===== src/rtl/bram_stream_reader.sv =====
// Streams length words from a 1-cycle-latency RAM port starting at base_addr; first m_valid 2 cycles after start.
// Reads are throttled so in-flight + buffered words never exceed the 2-entry skid buffer, so m_ready can stall at any time.
module bram_stream_reader #(
   parameter int DATA_WIDTH = 32,
   parameter int ADDR_WIDTH = 10
) (
   input  logic                  clk,
   input  logic                  rst_n,
   input  logic                  start,
   input  logic [ADDR_WIDTH-1:0] base_addr,
   input  logic [ADDR_WIDTH:0]   length,
   output logic                  busy,
   output logic                  done,
   output logic [ADDR_WIDTH-1:0] ram_addr,
   input  logic [DATA_WIDTH-1:0] ram_dout,
   output logic                  m_valid,
   input  logic                  m_ready,
   output logic [DATA_WIDTH-1:0] m_data,
   output logic                  m_last
);
   typedef enum logic [1:0] {IDLE, READ, DRAIN} state_t;

   localparam logic [ADDR_WIDTH:0] REM_ONE = {{ADDR_WIDTH{1'b0}}, 1'b1};

   state_t                state;
   state_t                state_nxt;
   logic [ADDR_WIDTH:0]   remaining;
   logic                  inflight;
   logic                  inflight_last;
   logic [1:0]            occ;
   logic [DATA_WIDTH-1:0] data0;
   logic [DATA_WIDTH-1:0] data1;
   logic                  last0;
   logic                  last1;
   logic                  pop;
   logic                  issue;
   logic                  accept;
   logic [2:0]            pending;

   assign pop     = m_valid && m_ready;
   assign pending = {1'b0, occ} + {2'b00, inflight} - {2'b00, pop};
   assign issue   = (state == READ) && (remaining != '0) && (pending <= 3'd1);
   assign accept  = (state == IDLE) && start;

   assign busy    = (state != IDLE);
   assign m_valid = (occ != 2'd0);
   assign m_data  = data0;
   assign m_last  = m_valid && last0;

   always_comb begin
      state_nxt = state;
      done      = 1'b0;
      case (state)
         IDLE: begin
            if (start) state_nxt = (length == '0) ? DRAIN : READ;
         end
         READ: begin
            if (issue && (remaining == REM_ONE)) state_nxt = DRAIN;
         end
         DRAIN: begin
            if (!inflight && (occ == 2'd0)) begin
               done      = 1'b1;
               state_nxt = IDLE;
            end
         end
         default: state_nxt = IDLE;
      endcase
   end

   // ram_addr always holds the next address to read; a zero-length start leaves it untouched.
   always_ff @(posedge clk or negedge rst_n) begin
      if (!rst_n) begin
         state         <= IDLE;
         ram_addr      <= '0;
         remaining     <= '0;
         inflight      <= 1'b0;
         inflight_last <= 1'b0;
      end else begin
         state    <= state_nxt;
         inflight <= issue;
         if (issue) inflight_last <= (remaining == REM_ONE);
         if (accept) begin
            remaining <= length;
            if (length != '0) ram_addr <= base_addr;
         end else if (issue) begin
            remaining <= remaining - REM_ONE;
            ram_addr  <= ram_addr + 1'b1;
         end
      end
   end

   // Entry 0 is the head; a push lands in the first free slot after any same-cycle pop.
   always_ff @(posedge clk or negedge rst_n) begin
      if (!rst_n) begin
         occ   <= 2'd0;
         data0 <= '0;
         data1 <= '0;
         last0 <= 1'b0;
         last1 <= 1'b0;
      end else begin
         case ({inflight, pop})
            2'b10: begin
               if (occ == 2'd0) begin
                  data0 <= ram_dout;
                  last0 <= inflight_last;
               end else begin
                  data1 <= ram_dout;
                  last1 <= inflight_last;
               end
               occ <= occ + 2'd1;
            end
            2'b01: begin
               data0 <= data1;
               last0 <= last1;
               occ   <= occ - 2'd1;
            end
            2'b11: begin
               if (occ == 2'd1) begin
                  data0 <= ram_dout;
                  last0 <= inflight_last;
               end else begin
                  data0 <= data1;
                  last0 <= last1;
                  data1 <= ram_dout;
                  last1 <= inflight_last;
               end
            end
            default: ;
         endcase
      end
   end
endmodule


===== config.mk =====
export PLATFORM = sky130hd
export DESIGN_NAME = bram_stream_reader
export DESIGN_NICKNAME = d
export VERILOG_FILES = /design/src/rtl/bram_stream_reader.sv
export SDC_FILE = /design/constraint.sdc
export NUM_CORES = 1
export LEC_CHECK = 0
export CAP_MARGIN = 25
export CORE_UTILIZATION = 30
export DETAILED_ROUTE_END_ITERATION = 8
export SYNTH_ARGS = -nofsm -noshare
export SYNTH_HDL_FRONTEND = slang
export SYNTH_SLANG_ARGS = --single-unit
export TNS_END_PERCENT = 50

===== constraint.sdc =====
create_clock -name clk -period 3.3 [get_ports clk]
set_input_delay 0.495 -clock clk [delete_from_list [all_inputs] [get_ports clk]]
set_output_delay 0.495 -clock clk [all_outputs]
set_load 0.02 [all_outputs]

# Word level (Yosys, flattened, before mapping)
# Index checks and enable logic that the tools add are counted.
[classes]
reduce_logical = 23
eq_ne = 14
mux = 25
magnitude_cmp = 1
n_bitwise = 0
n_div = 0
mul = 0
n_addsub = 6
n_shift = 0
[ops]
columns = ["op", "n"]
rows = [
  ["$mux 32", 4],
  ["$pmux 32 s3", 1],
  ["$pmux 32 s2", 1],
  ["$mux 10", 3],
  ["$mux 11", 2],
  ["$reduce_bool 11->1", 2],
  ["$eq 11x1->1 const B", 1],
  ["$logic_not 11->1", 1],
  ["$sub 11x1->11 const B", 1],
  ["$add 10x1->10 const B", 1],
  ["$ne 2x2->1 const B", 5],
  ["$reduce_bool 2->1", 5],
  ["$mux 2", 4],
  ["$logic_and 1x1->1", 7],
  ["$eq 2x1->1 const B", 3],
  ["$eq 2x2->1 const B", 3],
  ["$mux 1", 6],
  ["$pmux 2 s3", 1],
  ["$reduce_and 3->1", 2],
  ["$logic_not 2->1", 2],
  ["$ne 2x1->1 const B", 2],
  ["$pmux 2 s2", 1],
  ["$reduce_and 2->1", 2],
  ["$add 2x1->3", 1],
  ["other kinds (8)", 8],
]
[word_totals]
out_inout_bits = 46
latch_bits = 0
ramBits = 0
mem_bits_ro = 0
regBits = 93
n_memories = 0

# Longest topological paths before layout
# Gate-level depths: netlist of run 1.
[logic_depth]
word_depth = 8
ltp_mapped = 15
mapped_depth_nobuf = 14

# Least setup slack after synthesis of run 1
# No wires, ideal clock.
[synth_timing]
kind = "register to register"
start = "reg occ[1]"
end = "reg remaining[0]"
path_stages_with_launch = 16
arrival_ns = 2.973
synth_period_minus_slack_ns = 3.099
required_ns = 3.173
setup_slack_ns = 0.201
setup_ns = 0.127
cell_sequence = "dfrtp_1 > inv_1 > ha_1 > inv_1 > nand2_1 > xnor2_1 > ha_1 > inv_1 > fa_1 > xnor2_1 > and3_2 > buf_6 > nand2_2 > inv_1 > nor2_1 > a221o_2"
[synth_between]
elab_chain_len = 6
[synth_rtl]
columns = ["item", "line_no", "text"]
rows = [
  ["start: declaration", "30", "logic [1:0] occ;"],
  ["start signal: assignment", "110", "occ <= occ + 2'd1;"],
  ["start signal: assignment", "115", "occ <= occ - 2'd1;"],
  ["$reduce_bool 2->1", "46", "assign m_valid = (occ != 2'd0);"],
  ["named net m_valid", "16", "output logic m_valid,"],
  ["$logic_and 1x1->1", "40", "assign pop = m_valid && m_ready;"],
  ["$sub 3x1->3", "41", "assign pending = {1'b0, occ} + {2'b00, inflight} - {2'b00, pop};"],
  ["$le 3x1->1", "42", "assign issue = (state == READ) && (remaining != '0) && (pending <= 3'd1);"],
  ["$logic_and 1x1->1", "42", ""],
  ["named net issue", "36", "logic issue;"],
  ["$reduce_bool 2->1 (no source line)", "n/a", ""],
  ["end signal: assignment", "83", "remaining <= length;"],
  ["end signal: assignment", "86", "remaining <= remaining - REM_ONE;"],
  ["end: declaration", "27", "logic [ADDR_WIDTH:0] remaining;"],
]
# The timed path passes the listed nets, and every way through them passes these cells.
# A chain may end at the register's enable or synchronous reset.

# Worst setup path after layout of run 1
[layout_timing]
start = "reg occ[0]"
end = "reg ram_addr[9]"
[layout_between]
elab_chain_len = 7
[layout_rtl]
columns = ["item", "line_no", "text"]
rows = [
  ["parallel branches: the longest is 2 deep, another holds $add 2x1->3", "n/a", ""],
  ["$sub 3x1->3 *", "41", ""],
  ["$le 3x1->1 *", "42", ""],
  ["$logic_and 1x1->1 *", "42", ""],
  ["$reduce_bool 2->1 (no source line) *", "n/a", ""],
  ["$reduce_and 2->1 (no source line) *", "n/a", ""],
  ["end signal: assignment", "84", "if (length != '0) ram_addr <= base_addr;"],
  ["end signal: assignment", "87", "ram_addr <= ram_addr + 1'b1;"],
  ["end: declaration", "14", "output logic [ADDR_WIDTH-1:0] ram_addr,"],
]
# Every way passes the cells marked *.

==> results of run 1 <==
cell type report:
| class | instances | area [um2] |
|---|---|---|
| Clock inverter | 3 | 21.3 |
| Fill cell | 1399 | 8480 |
| Inverter | 10 | 37.5 |
| Timing Repair Buffer | 120 | 1180 |
| Multi-Input combinational cell | 283 | 2000 |
| Sequential cell | 93 | 2330 |
| Tap cell | 184 | 230 |
| Clock buffer | 12 | 256 |
stage by stage:
stage	util [%]	instances	total power (uW)	worst slack, ps
global route	41.6	705	6540	14.8
CTS	41.6	705	6110	179
detailed placement	39.6	690	5100	55.4
global placement	39.6	690	5020	134
finish	41.6	705	6070	238
floorplan	-	405	3950	201
layer usage:
| metal | global-route usage (%) | vias up |
|---|---|---|
| met1 | 20.3 | 1705 |
| met4 | 6.25 | 0 |
| met2 | 21.9 | 139 |
| met5 | 0 | - |
| met3 | 2.93 | 11 |
| li1 | - | 1660 |
synthesized netlist by cell type (2+ instances only):
cell type	number	area [um2]
nor2_1	18	67.6
clkbuf_8	2	27.5
a22oi_2	2	25.0
nand2_1	56	210
nor3_1	7	35.0
o22ai_1	2	12.5
a21oi_1	12	60.1
xnor2_1	3	26.3
clkbuf_1	3	11.3
a221o_1	2	20.0
o21ai_0	48	240
nand3_1	10	50.1
dfrtp_1	93	2330
mux2i_1	33	330
a22oi_1	2	15.0
nand4_1	2	12.5
mux2_2	33	372
a31oi_1	2	12.5
inv_1	10	37.5
or3_1	3	18.8
buf_4	3	22.5
buf_6	2	22.5
buf_2	9	45.0
nand2b_1	4	25.0
ha_1	6	75.1
a211o_1	2	17.5
and3_1	3	18.8
a21o_1	2	15.0
logic make-up after synthesis:
group                    Yosys count  share of synthesized area [%]
AND/OR/NAND/NOR                  117                           12.6
XOR/XNOR                           4                          0.785
AO/OA/AOI/OAI                     88                           12.6
flip-flops                        93                           52.2
multiplexers                      66                           15.7
buffers and inverters             29                           3.73
adder cells (fa/ha/maj)            8                           2.36
critical path, delay by kind of cell, from the launching register on:
kind / cells / cell delay (ps)
xor gates and xnor gates: 2 / 400
DFF: 1 / 410
buffers and inverters: 3 / 260
adders and majority gates: 3 / 740
and+or+nand+nor: 5 / 1190
registers in the layout, indices dropped and copies added (netlist names):
register,flops
data1,32
m_data,32
remaining,11
ram_addr,10
occ,2
state,2
inflight,1
inflight_last,1
last0,1
last1,1
power groups by stage:
stage,Sequential (uW),Clock [uW],Combinational (uW)
final,2060,971,3030
after global routing,2150,1050,3340
after CTS,2060,1010,3040
after detailed placement,2080,0,3020
after global placement,2060,0,2960
after floorplan,2320,0,1630
timing repair:
| item | 4_1_cts | 5_1_grt |
|---|---|---|
| endpoints found under the setup margin | 0 | 9 |
| gates resized for setup | 0 | 4 |
| endpoints found under the hold margin | 0 | 0 |
path summary, 6_finish.rpt:
path	startpoint	endpoint	slack, ps	cells past startpoint
min in group clk	m_data[15]	m_data[15]	480	2
hold reg to reg	m_data[15]	m_data[15]	480	2
setup reg to reg	occ[0]	ram_addr[9]	240	13
max in group asynchronous	rst_n	ram_addr[2]	2280	2
hold / removal	rst_n	data1[2]	280	1
setup / recovery	occ[0]	ram_addr[9]	240	13
==> impl_metrics.py, run 1 <==
metrics = {
    "floorplan": {
        "die_area_mm2": 0.0154,
        "num_io_pins": 103,
        "die_h_um": 124,
        "core-area_mm2": 0.0145,
        "chipWidth_um": 124,
        "start_util_pct": 30.7,
        "rows": 44,
    },
    "grt": {
        "grt_pass1_wl_um": 17100,
        "overflow": 0,
        "grt_max_degree": 68,
        "grt.total_usage_pct": 14.6,
        "grt_antenna_before_repair": 0,
        "grt_pass1_vias": 3476,
    },
    "cells_and_area": {
        "diodes": 0,
        "final_cell_mix": "101 x clkdlybuf4s50_1, 92 x dfrtp_1, 56 x nand2_1",
        "post-route-cell-area_mm2": 0.00605,
        "nNetsFinal": 581,
        "drive_gt1_share_pct": 16.7,
        "layout_commonest_cell": "clkdlybuf4s50_1",
        "syn_to_final_growth_pct": 35.7,
    },
    "clocking": {
        "cts_buffer_depth": 2,
        "numCtsBuffers": 9,
        "cts-htree-levels": 3,
        "clk_latency_ps": 340,
        "clk_pin_slew_ps": 60,
        "cts_setup_buffers": 0,
        "clock_sinks": 93,
        "cts-root-buf": "clkbuf_16",
        "cts_tree": "yes",
        "hold_buffers": 0,
    },
    "power_and_ir_drop": {
        "power_frac_clock_pct": 16.0,
        "p_leak_uw": 0.00263,
        "irDropWorstVdd_v": 0.000452,
        "power_density_mw_per_mm2": 1000,
        "p_sw_share_pct": 38.7,
        "intPower_uw": 3720,
        "switchingPower_uw": 2350,
        "pwr-share-comb_pct": 50.0,
        "seqPwrFrac_pct": 34.0,
    },
    "yosys": {
        "yosys_warnings": 0,
        "synth_edf_count": 0,
        "syn_avg_cell_area_um2": 11.0,
        "synthesis.nets": 469,
        "synth_seq_cells": 93,
        "synth_flop_cell": "dfrtp_1",
        "yosysUniqueCellTypes": 59,
        "syn_inst": 405,
        "async_flop_share_pct": 100,
        "netlist_area_mm2": 0.00446,
        "ys_seq_area_share_pct": 52.2,
    },
    "critical_path": {
        "arrival_ps": 3340,
        "worst_setup_path_end_kind": "register",
        "cpMostUsedCell": "inv_1",
        "critPathRequiredTime_ps": 3580,
        "crit_path_start_kind": "register",
        "max_stage_delay_ps": 530,
        "crit_fanout": 9,
        "slowest_stage": "or4b_1",
        "path_cells": "inv_1 -> ha_1 -> inv_1 -> nand2_1 -> xnor2_2 -> ha_1 -> inv_1 -> fa_1 -> xnor2_1 -> and3_2 -> nand2_2 -> or4b_1 -> nand3_1",
        "path_class": "reg2reg",
    },
    "flow_run": {
        "drv_cap": 0,
    },
    "timing": {
        "clock.fmax_mhz": 327,
        "rsz0062_at_grt": "no",
        "skew_ps": 6.61,
        "worst_slew_pin_slew_ps": 873,
        "setup_violations": 0,
        "slew_headroom_pct": 41.8,
        "fin_setup_tns_ps": 0,
        "hold_viol_final": 0,
        "slew_violations": 0,
        "fin_crit_sh_pct": 92.8,
        "hold_ws_ps": 280,
        "fin_crit_ps": 3060,
    },
    "placed_design": {
        "post-dp-hpwl_um": 7500,
        "io_buffers": 102,
        "place_congestion": 0.863,
        "place_area_mm2": 0.00576,
    },
    "routing": {
        "drt_iter0_markers": 160,
        "routed-wl-met2_um": 4600,
        "routedWlPerCell_um": 14.9,
        "drt-total-wl_um": 10500,
        "first_pass_iters": 4,
        "wl_met1_um": 4970,
        "routed-wl-met3_um": 766,
        "drc": 0,
        "ant_nets": 0,
        "viasPerCell": 4.99,
        "top_layer": "met4",
        "vias": 3515,
    },
    "min_path": {
        "hp-class": "in2async",
    },
    "run_status": {
        "outcome": "finished clean",
    },
}
Note: power is estimated with default switching activity, not from simulation.
==> run 2, diff against run 1 <==
- CORE_MARGIN: not set -> 8
- RECOVER_POWER: not set -> 100
- SETUP_SLACK_MARGIN: not set -> 0.02
==> run 2 against run 1 <==
Against the previous run: power down 4.1%; die area is 24% higher; critical path depth stayed put; clock skew rose by 3.2 ps; first-iteration DRC count is 10% higher; register-to-register slack better by 96 ps; global-route usage fell by 2.1 points; combinational power shrank 6%; wire length increased by 7.7%; sequential share of layout area grew 0.64 points; cell count decreased by 0.57%; fmax up 3.2%.
==> impl_metrics.py, run 2 (synthesis gave the netlist of run 1 again) <==
metrics = {
    "cells_and_area": {
        "diodes": 0,
        "nNetsFinal": 579,
        "instances_no_fill": 701,
        "drive_gt1_share_pct": 14.1,
        "layout_commonest_cell": "dfrtp_1",
        "syn_to_final_growth_pct": 33.5,
        "post-route-cell-area_mm2": 0.00595,
        "final_cell_mix": "92 x dfrtp_1, 56 x nand2_1, 55 x clkdlybuf4s50_1",
    },
    "run_status": {
        "outcome": "finished clean",
    },
    "critical_path": {
        "path_cells": "inv_1 -> ha_1 -> inv_1 -> nand2_1 -> xnor2_2 -> ha_1 -> inv_1 -> fa_1 -> xnor2_1 -> and3_2 -> nand2_2 -> or4b_1 -> nand3_1",
        "worst_setup_path_end_kind": "register",
        "crit_fanout": 10,
        "crit_path_start_kind": "register",
        "arrival_ps": 3250,
        "reg2reg_depth": 13,
        "max_stage_delay_ps": 530,
        "reg2reg_slack_ps": 330,
        "reg2reg_to": "ram_addr[9]",
        "critPathRequiredTime_ps": 3580,
        "cpMostUsedCell": "inv_1",
        "slowest_stage": "or4b_1",
        "path_class": "reg2reg",
        "regToRegStartpoint": "occ[0]",
    },
    "grt": {
        "grt_pass1_wl_um": 18700,
        "grt.total_usage_pct": 12.5,
        "grt_antenna_before_repair": 0,
        "grt_pass1_vias": 3663,
        "grt_max_degree": 58,
        "overflow": 0,
    },
    "min_path": {
        "whs_path_depth": 2,
        "hp-class": "reg2reg",
        "holdCritStartpoint": "m_data[8]",
        "hold_end": "m_data[8]",
    },
    "floorplan": {
        "rows": 44,
        "start_util_pct": 30.7,
        "die_h_um": 138,
        "num_io_pins": 103,
        "chipWidth_um": 138,
        "core-area_mm2": 0.0145,
        "die_area_mm2": 0.0190,
    },
    "power_and_ir_drop": {
        "p_sw_share_pct": 39.5,
        "seqPwrFrac_pct": 35.4,
        "power_frac_clock_pct": 15.9,
        "irDropWorstVdd_v": 0.000351,
        "intPower_uw": 3520,
        "switchingPower_uw": 2300,
        "pwr-share-comb_pct": 48.8,
        "p_leak_uw": 0.00261,
        "power_density_mw_per_mm2": 978,
    },
    "clocking": {
        "clock_sinks": 93,
        "cts_buffer_depth": 2,
        "cts-root-buf": "clkbuf_16",
        "clk_latency_ps": 340,
        "cts_setup_buffers": 0,
        "clk_pin_slew_ps": 60,
        "hold_buffers": 0,
        "numCtsBuffers": 9,
        "cts_tree": "yes",
        "cts-htree-levels": 3,
    },
    "placed_design": {
        "io_buffers": 102,
        "place_area_mm2": 0.00576,
        "place_congestion": 0.855,
        "dp_slack_ps": 72.1,
        "post-dp-hpwl_um": 8290,
        "dp_cells": 688,
    },
    "timing": {
        "fin_crit_sh_pct": 89.9,
        "slew_violations": 0,
        "clock.fmax_mhz": 337,
        "rsz0062_at_grt": "no",
        "fin_ws_ps": 334,
        "slew_headroom_pct": 3.49,
        "fin_setup_tns_ps": 0,
        "worst_slew_pin_slew_ps": 1450,
        "fin_crit_ps": 2970,
        "hold_viol_final": 0,
        "setup_violations": 0,
        "skew_ps": 9.80,
    },
    "routing": {
        "viasPerCell": 4.95,
        "routedWlPerCell_um": 16.1,
        "drt_iter0_markers": 176,
        "drt-total-wl_um": 11300,
        "vias": 3469,
        "drc": 0,
        "first_pass_iters": 4,
        "ant_nets": 0,
    },
    "flow_run": {
        "drv_cap": 0,
    },
}
==> run 2: worst max path at each step <==
stage,to,from,cells past startpoint,slack (ps)
global route,ram_addr[6],occ[0],13,30
floorplan,remaining[0],occ[1],15,200
detailed placement,ram_addr[9],m_ready,11,70
finish,ram_addr[9],occ[0],13,330
CTS,ram_addr[9],occ[1],13,210
global placement,ram_addr[9],m_ready,11,130
==> run 2: power groups by stage <==
stage / Combinational, uW / Sequential, uW / Clock, uW
2_1_floorplan: 1630 / 2320 / 0
3_3_place_gp: 2950 / 2070 / 0
3_5_place_dp: 3020 / 2090 / 0
4_1_cts: 3030 / 2080 / 962
5_1_grt: 3160 / 2140 / 998
6_report: 2840 / 2060 / 924
==> run 2: final cells by class <==
class / instances / area [um2]
fillers: 1413 / 8580
flip-flops and latches: 93 / 2330
multi-input cells: 283 / 1970
inverters: 10 / 37.5
repair buffers: 118 / 1140
clock buffers: 11 / 243
well taps: 184 / 230
clock inverters: 2 / 12.5
==> run 2: metal layers <==
metal	GRT usage [%]	vias up	wire length (um)	part of all wire, %
met1	16.5	1670	5350	47
met4	5.61	0	200	1.8
met2	18.0	124	4730	42
met3	4.31	13	1010	9.0
li1	-	1662	-	-
met5	0	-	0	0
==> run 2: timing repair <==
action / in CTS / in global routing
resized for setup: 0 / 2
hold endpoints to repair: 0 / 0
endpoints found under the setup margin: 0 / 14
==> run 2: metrics by stage <==
| stage | power, uW | hold WS, ps | util, % |
|---|---|---|---|
| final | 5820 | 474 | 41.0 |
| after global routing | 6300 | 512 | 41.0 |
| after CTS | 6070 | 244 | 41.4 |
| after detailed placement | 5120 | 473 | 39.6 |
| after global placement | 5020 | 463 | 39.6 |
| after floorplan | 3950 | 199 | - |
==> run 2: critical path: cells and delay by family, from the launching register on <==
kind                       cells  cell delay (ps)
buffers and inverters          3              200
adders and majority gates      3              760
and+or+nand+nor                5             1140
xor gates and xnor gates       2              380
DFF                            1              440
==> run 3, diff against run 2 <==
- GPL_TIMING_DRIVEN: not set -> 0
==> run 3 against run 2 <==
Against the previous run: the flow now finishes with violations (max-capacitance violations, max-slew violations); largest power group unchanged; sequential share of layout area fell by 0.76 points; count of clock-buffer cells in the layout rose by 2; via count rose by 1.9%; critical path type unchanged; register-to-register slack got worse by 80 ps.
==> impl_metrics.py, run 3 (synthesis gave the netlist of run 1 again) <==
metrics = {
    "routing": {
        "drt_iter0_markers": 250,
        "vias": 3534,
        "drt-total-wl_um": 11800,
        "routedWlPerCell_um": 16.7,
        "viasPerCell": 5.01,
        "ant_nets": 0,
        "drc": 0,
        "first_pass_iters": 4,
    },
    "clocking": {
        "hold_buffers": 0,
        "cts_tree": "yes",
        "clk_pin_slew_ps": 60,
        "cts-root-buf": "clkbuf_16",
        "clock_sinks": 93,
        "clk_latency_ps": 340,
        "cts-htree-levels": 3,
        "cts_buffer_depth": 2,
        "numCtsBuffers": 9,
    },
    "grt": {
        "grt_antenna_before_repair": 0,
        "grt.total_usage_pct": 12.8,
        "globalRouteMet3Util_pct": 3.66,
        "grt_max_degree": 49,
        "grt_pass1_vias": 3627,
        "grtUsageMet2_pct": 18.6,
        "overflow": 0,
        "grtUsageMet1_pct": 17.4,
        "grt_pass1_wl_um": 19100,
        "grt.busiest_layer": "met2",
    },
    "critical_path": {
        "reg2reg_to": "ram_addr[9]",
        "arrival_ps": 3320,
        "path_cells": "inv_1 -> ha_4 -> inv_1 -> nand2_2 -> xnor2_2 -> ha_1 -> inv_1 -> fa_1 -> xnor2_2 -> and3_2 -> buf_6 -> nand2_4 -> or4b_1 -> nand3_1",
        "critPathRequiredTime_ps": 3580,
        "cp_top_family": "simple AND/OR/NAND/NOR gates",
        "crit_path_start_kind": "register",
        "worst_setup_path_end_kind": "register",
        "max_stage_delay_ps": 510,
        "crit_fanout": 10,
        "cpMostUsedCell": "inv_1",
        "reg2reg_depth": 14,
        "reg2reg_slack_ps": 250,
        "slowest_stage": "or4b_1",
        "path_class": "reg2reg",
        "regToRegStartpoint": "occ[1]",
        "startpoint": "occ[1]",
        "critPathBufInv": 4,
    },
    "cells_and_area": {
        "nNetsFinal": 583,
        "drive_gt1_share_pct": 15.1,
        "fillCellCount": 1422,
        "fin_util_pct": 41.8,
        "layout_commonest_cell": "dfrtp_1",
        "final_cell_mix": "92 x dfrtp_1, 55 x nand2_1, 55 x clkdlybuf4s50_1",
        "diodes": 0,
        "syn_to_final_growth_pct": 36.1,
    },
    "timing": {
        "clock.fmax_mhz": 328,
        "rsz0062_at_grt": "no",
        "skew_ps": 4.97,
        "fin_crit_sh_pct": 92.3,
        "setup_violations": 0,
        "slew_headroom_pct": -78.1,
        "hold_viol_final": 0,
        "worst_slew_pin_slew_ps": 2670,
        "slew_violations": 46,
        "fin_crit_ps": 3050,
        "hold_ws_ps": 476,
    },
    "placed_design": {
        "place_congestion": 0.867,
        "post-dp-hpwl_um": 8700,
        "io_buffers": 102,
    },
    "floorplan": {
        "num_io_pins": 103,
        "chipWidth_um": 138,
        "die_area_mm2": 0.0190,
        "core-area_mm2": 0.0145,
        "start_util_pct": 30.7,
        "rows": 44,
        "die_h_um": 138,
    },
    "power_and_ir_drop": {
        "power_density_mw_per_mm2": 1000,
        "irDropWorstVdd_v": 0.000378,
        "finalPower_uw": 6080,
        "p_leak_uw": 0.00264,
    },
    "min_path": {
        "holdCritStartpoint": "m_data[24]",
        "hold_end": "m_data[24]",
        "whs_path_depth": 2,
        "hp-class": "reg2reg",
    },
    "run_status": {
        "outcome": "complete, but fails checks",
        "failed_checks": "max-capacitance violations, max-slew violations",
    },
    "flow_run": {
        "drv_cap": 1,
    },
}
[run 3: cell types whose count changed in the layout (fill, tap and decap cells not counted), sizes merged]
cell      delta
clkbuf       +8
buf          -2
bufinv       +1
clkinv       -1
clkinvlp     -1
[run 3: what timing repair did]
action                                  CTS  global route
endpoints found under the setup margin    4            21
setup buffers                             0             0
resized for setup                         4             9
gates cloned                              0             0
[run 3: per-layer routing]
layer,share of wire [%],up-vias
li1,-,1664
met3,8.2,18
met5,0,-
met1,47,1719
met4,1.9,0
met2,43,133
[run 3: worst min-delay path: cells and delay by family, from the launching register on]
| kind | cells | cell delay, ps |
|---|---|---|
| flip-flops | 1 | 340 |
| AO/OA/AOI/OAI | 1 | 60 |
| AND/OR/NAND/NOR | 1 | 40 |
[run 3: how the worst max path moves through the flow]
stage                    to  slack [ps]  depth (start not counted)
2_1_floorplan  remaining[0]         200                         15
3_3_place_gp      data1[18]       -1790                          1
3_5_place_dp   remaining[0]        -180                         13
4_1_cts        remaining[0]          30                         15
5_1_grt        remaining[6]          20                         14
6_report        ram_addr[9]         250                         14
[run 3: power breakdown]
part	internal [uW]	switching, uW
clock	641	411
combinational	1350	1610
sequential	1700	377
total	3680	2400
[run 3: final cells by class]
class                           instances  area [um2]  share of cell area (%)
Sequential cell                        93        2330                    38.3
Multi-Input combinational cell        283        2010                    33.1
Timing Repair Buffer                  103        1040                    17.2
Clock buffer                           13         270                    4.45
Tap cell                              184         230                    3.79
Buffer                                 19         119                    1.96
Inverter                               10        40.0                   0.659
Clock inverter                          1        30.0                   0.495
[run 3: through the flow]
stage                     cell area (um2)  TNS (ps)  setup slack [ps]  instances
after floorplan                      4460         0               201        405
after global placement               5710   -166750             -1790        691
after detailed placement             5740      -676              -177        692
after CTS                            6050         0              27.2        706
after global routing                 6070         0              25.0        706
final                                6070         0               255        706
==> RTL change 1 (flow settings as in run 3) <==
Encoding of `state_t`: now one-hot (3 bits for 3 states).
--- a/src/rtl/bram_stream_reader.sv
+++ b/src/rtl/bram_stream_reader.sv
@@ -18,7 +18,7 @@
    output logic [DATA_WIDTH-1:0] m_data,
    output logic                  m_last
 );
-   typedef enum logic [1:0] {IDLE, READ, DRAIN} state_t;
+   typedef enum logic [2:0] {IDLE = 3'b001, READ = 3'b010, DRAIN = 3'b100} state_t;
 
    localparam logic [ADDR_WIDTH:0] REM_ONE = {{ADDR_WIDTH{1'b0}}, 1'b1};
 
Check against the original RTL: no difference found for any inputs over 4 cycles, from zero or initial values and one cycle with rst_n low; so few cycles prove little.
==> RTL change 1 against run 3 <==
- cell count grew 0.85%
- sequential share of layout area up 0.56 points
- combinational power decreased by 17%
- final area fell by 0.33%
- area after synthesis rose by 1.5%
- sequential power rose by 2%
- routed wire length decreased by 2.1%
- setup slack improved by 14 ps
- global-route usage decreased by 0.69 points
- highest routed layer unchanged
- largest power group unchanged
- the flow still finishes with violations (capacitance limit, slew limit)
- total power down 8.3%
- utilization decreased by 1.4 points
- clock skew about the same
- via count is 0.99% lower
- sequential cell count is 1 higher
- critical endpoint is now remaining[5]
==> RTL change 1: results (changes against run 3) <==
| Metric | Value |
|---|---|
| Share of post-route cells with drive strength above 1 | 14.31% (-0.82 points) |
| Outcome | finished with violations |
| Fill cell count | 1483 (+4.3%) |
| Placer congestion estimate | 0.8031 (-7.4%) |
| CP endpoint | remaining[5] |
| Largest net degree at the start of global routing | 60 (+22%) |
| Inst Count DP | 696 (+0.58%) |
| Synth top cells by count | dfrtp_1, nand2_1, o21ai_0 |
| Met2 routed WL | 5.144 mm (+2.4%) |
| Met1 usage | 15.50% (-1.9 points) |
| Max Cap Violations | 1 (unchanged) |
| Post-place setup slack | 39.08 ps (+216.1 ps) |
| Met3 Use GR | 3.408% (-0.25 points) |
| Final Skew | 5.179 ps (+0.2042 ps) |
| Vias per cell | 4.914 (-1.8%) |
| Met2 usage | 18.94% (+0.37 points) |
| Post_cts resized | 0 (-4) |
| Failing checks | capacitance limit, slew limit |
| Delay-heaviest family, CP | adder cells |
| Iteration-0 DRC Markers | 231 (-7.6%) |
| Switching share of total power | 38.85% (-0.57 points) |
| Hold Path End | m_data[20] |
| Critical-path top delay cell | dfrtp_1 |
| Top cells by area, synth | dfrtp_1, mux2_2, mux2i_1 |
| Critical path startpoint | occ[0] |
| FF-to-FF End | remaining[5] |
| Via count | 3499 (-0.99%) |
| Hold WS | 473.0 ps (-2.752 ps) |
| Worst VDD drop | 0.3222 mV (-15%) |
| CP arrival | 3260 ps (-60 ps) |
| Post-synthesis sequential area ratio | 51.98% (-0.18 points) |
| Wire per inst | 16.19 um (-2.9%) |
| Sequential Power | 2.12 mW (+2%) |
| Fin. max-slew vios | 37 (-20%) |
| Hold_sp | m_data[20] |
| Min cycle time layout | 3031 ps (-14.40 ps) |
| Leak | 2.612 nW (-1.2%) |
| Worst Tran Pin Value | 1961 ps (-711.4 ps) |
-- RTL change 1: cell count changes after synthesis, sizes merged, moves of 3 or more --
cell   delta
a21oi     +4
a221o     +3
a22oi     -4
nand2     -4
nand3     -3
nand4     +5
nor4      +6
o21ai     -4
-- RTL change 1: area by class of cell --
class	instances	area (um^2)	area share, %
timing repair buffer	103	1022	16.89
clock inverter	4	31.28	0.5168
tap	188	235.2	3.887
multi-input combinational	281	2006	33.14
sequential	94	2355	38.91
inverter	10	45.04	0.7443
clock buffer	12	256.5	4.238
buffer	20	101.3	1.675
-- RTL change 1: cell families (layout without fill, tap and decap cells) --
group,after synthesis,count (layout),share of synthesized area (%)
AO/OA/AOI/OAI,86,86,11.63
XOR/XNOR,5,5,0.9673
adder cells (fa/ha/maj),8,8,2.321
buffers and inverters,30,149,3.841
flip-flops,94,94,51.98
multiplexers,68,68,15.94
AND/OR/NAND/NOR,114,114,13.32
==> RTL change 2 (flow settings as in run 3) <==
Without the edit above. Change the parameter `DATA_WIDTH` from 32 to 16.
--- a/src/rtl/bram_stream_reader.sv
+++ b/src/rtl/bram_stream_reader.sv
@@ -1,7 +1,7 @@
 // Streams length words from a 1-cycle-latency RAM port starting at base_addr; first m_valid 2 cycles after start.
 // Reads are throttled so in-flight + buffered words never exceed the 2-entry skid buffer, so m_ready can stall at any time.
 module bram_stream_reader #(
-   parameter int DATA_WIDTH = 32,
+   parameter int DATA_WIDTH = 16,
    parameter int ADDR_WIDTH = 10
 ) (
    input  logic                  clk,
Ports: changed (resized m_data and ram_dout); port bits go from 103 to 71. No check against the original RTL was run, so the function may have changed too.
==> RTL change 2 against run 3 <==
- the flow still finishes with violations (capacitance limit, slew limit)
- total power is 32% lower
- sequential cell count fell by 32
- routed wire length decreased by 30%
- area after synthesis shrank 29%
- die area decreased by 25%
- non-clock buffer count is 38 lower
- final area is 30% lower
- setup slack worse by 17 ps
==> RTL change 2: results (changes against run 3) <==
| Metric | Value |
|---|---|
| Outcome | finished with violations |
| Failing checks | capacitance limit, slew limit |
| CTS clk-pin slew, worst paths | 70 ps |
| CTS root buffer | clkbuf_8 |
| Critical-path top delay cell | fa_1 |
| Count leader, synth | dfrtp_1 |
| Worst VDD drop | 0.3537 mV (-6.5%) |
| Inst Count DP | 506 (-27%) |
| Clock latency at the later pin of the worst-skew pair | 340 ps (about the same) |
| Synth top cells by count | dfrtp_1, nand2_1, o21ai_0 |
| Final Skew | 15.55 ps (+10.58 ps) |
| Compound-Gate Fraction of Synth Area | 14.95% (+2.4 points) |
| Vias in the first global route | 2779 (-23%) |
| Share of post-route cells with drive strength above 1 | 16.02% (+0.89 points) |
| Synth Area in Adders | 3.609% (+1.3 points) |
| Post-synthesis sequential area ratio | 47.86% (-4.3 points) |
| Worst R2R Setup Slack | 240 ps (-20 ps) |
| Netlist cell types | 54 (-8.5%) |
| Leak | 1.800 nW (-32%) |
| Post-Syn Instances | 300 (-26%) |
| Syn Nets | 348 (-26%) |
| CP arrival | 3280 ps (-40 ps) |
| Top cells by area, synth | dfrtp_1, mux2_2, mux2i_1 |
| Initial antenna violation count | 0 (unchanged) |
| Iteration-0 DRC Markers | 75 (-70%) |
| Post-synthesis mux area share | 11.65% (-4.1 points) |
| Tot GR Track Use | 12.04% (-0.77 points) |
| Post-synthesis xor/xnor area fraction | 2.158% (+1.4 points) |
| Wire per inst | 15.87 um (-4.8%) |
| Antenna diodes | 0 (unchanged) |
| Fin. max-slew vios | 62 (+35%) |
| Number of buffers added on ports | 70 (-31%) |
| Detailed placer's ending HPWL | 6.098 mm (-30%) |
| Slew HR | -2.619% (+76 points) |
| Fin. Hold Viols | 0 (unchanged) |
| Placer congestion estimate | 0.8327 (-4.0%) |
| TritonRoute pass-1 iters | 4 (unchanged) |
| Largest net degree at the start of global routing | 62 (+27%) |
| Switching share of total power | 42.38% (+3.0 points) |
| Worst path max stage delay | 500 ps |
| DRT Wirelength | 8.302 mm (-30%) |
| First-pass GRT wire length | 13.95 mm (-27%) |
| Worst hold path class | flop to flop |
| CP Max Fanout | 6 (-4) |
| Layout Nets | 430 (-26%) |
| Via count | 2564 (-27%) |
| Max Cap Violations | 1 (unchanged) |
[RTL change 2: changes by cell type in the layout (fill, tap and decap cells not counted), moves of 15 or more]
| cell | change |
|---|---|
| nand2_1 | -23 |
| mux2_2 | -16 |
| mux2i_1 | -15 |
| o21ai_0 | -15 |
| dlygate4sd3_1 | -16 |
| dfrtp_1 | -33 |
| clkdlybuf4s50_1 | -16 |
[RTL change 2: layout make-up]
cell class / instances / area [um^2]
Clock inverter: 7 / 72.57
Tap cell: 136 / 170.2
Fill cell: 1020 / 6067
Clock buffer: 9 / 123.9
Multi-Input combinational cell: 215 / 1544
Timing Repair Buffer: 71 / 703.2
Inverter: 11 / 41.29
Sequential cell: 61 / 1529
Buffer: 13 / 72.57
[RTL change 2: power groups by stage]
| stage | sequential [mW] | clock (mW) | combinational, mW |
|---|---|---|---|
| 2_1_floorplan | 1.56 | 0 | 1.25 |
| 6_report | 1.41 | 0.673 | 2.07 |
| 5_1_grt | 1.47 | 0.728 | 2.29 |
| 3_5_place_dp | 1.44 | 0 | 2.15 |
| 3_3_place_gp | 1.42 | 0 | 2.13 |
| 4_1_cts | 1.43 | 0.693 | 2.17 |
[RTL change 2: path summary, 6_finish.rpt]
kind / from / endpoint / cells past startpoint
max reg2reg: occ[1] / state[0] / 13
max: occ[1] / state[0] / 13
min: m_data[1] / m_data[1] / 2
max in group asynchronous: rst_n / occ[0] / 1
min in group asynchronous: rst_n / data1[13] / 1
min reg2reg: m_data[1] / m_data[1] / 2
[RTL change 2: routing by layer]
layer | global-route usage [%] | vias up | wire length (um)
li1 | - | 1244 | -
met1 | 14.12 | 1274 | 3596
met2 | 21.43 | 43 | 4375
met3 | 2.409 | 3 | 311
met4 | 4.032 | 0 | 18
met5 | 0 | - | 0
[RTL change 2: worst max-delay path: cells and delay by family (launching register included)]
| family | cells | cell delay [ps] |
|---|---|---|
| AO/OA/AOI/OAI | 1 | 190 |
| XOR/XNOR | 1 | 150 |
| flip-flops | 1 | 440 |
| buffers and inverters | 4 | 390 |
| AND/OR/NAND/NOR | 4 | 870 |
| adder cells (fa/ha/maj) | 3 | 890 |
[RTL change 2: timing repair]
| item | 4_1_cts | 5_1_grt |
|---|---|---|
| resized for setup | 3 | 7 |
| endpoints found under the setup margin | 2 | 16 |
| buffers inserted | 0 | 1 |
[RTL change 2: through the flow]
step,cell area [um^2],hold slack [ps],total power [mW],setup slack (ps)
after floorplan,3189,199.4,2.807,85.57
after global placement,4060,458.4,3.544,-329.9
after detailed placement,4058,469.0,3.587,-166.3
after CTS,4267,257.5,4.290,29.27
after global routing,4257,494.2,4.485,49.92
final,4257,474.5,4.158,237.9
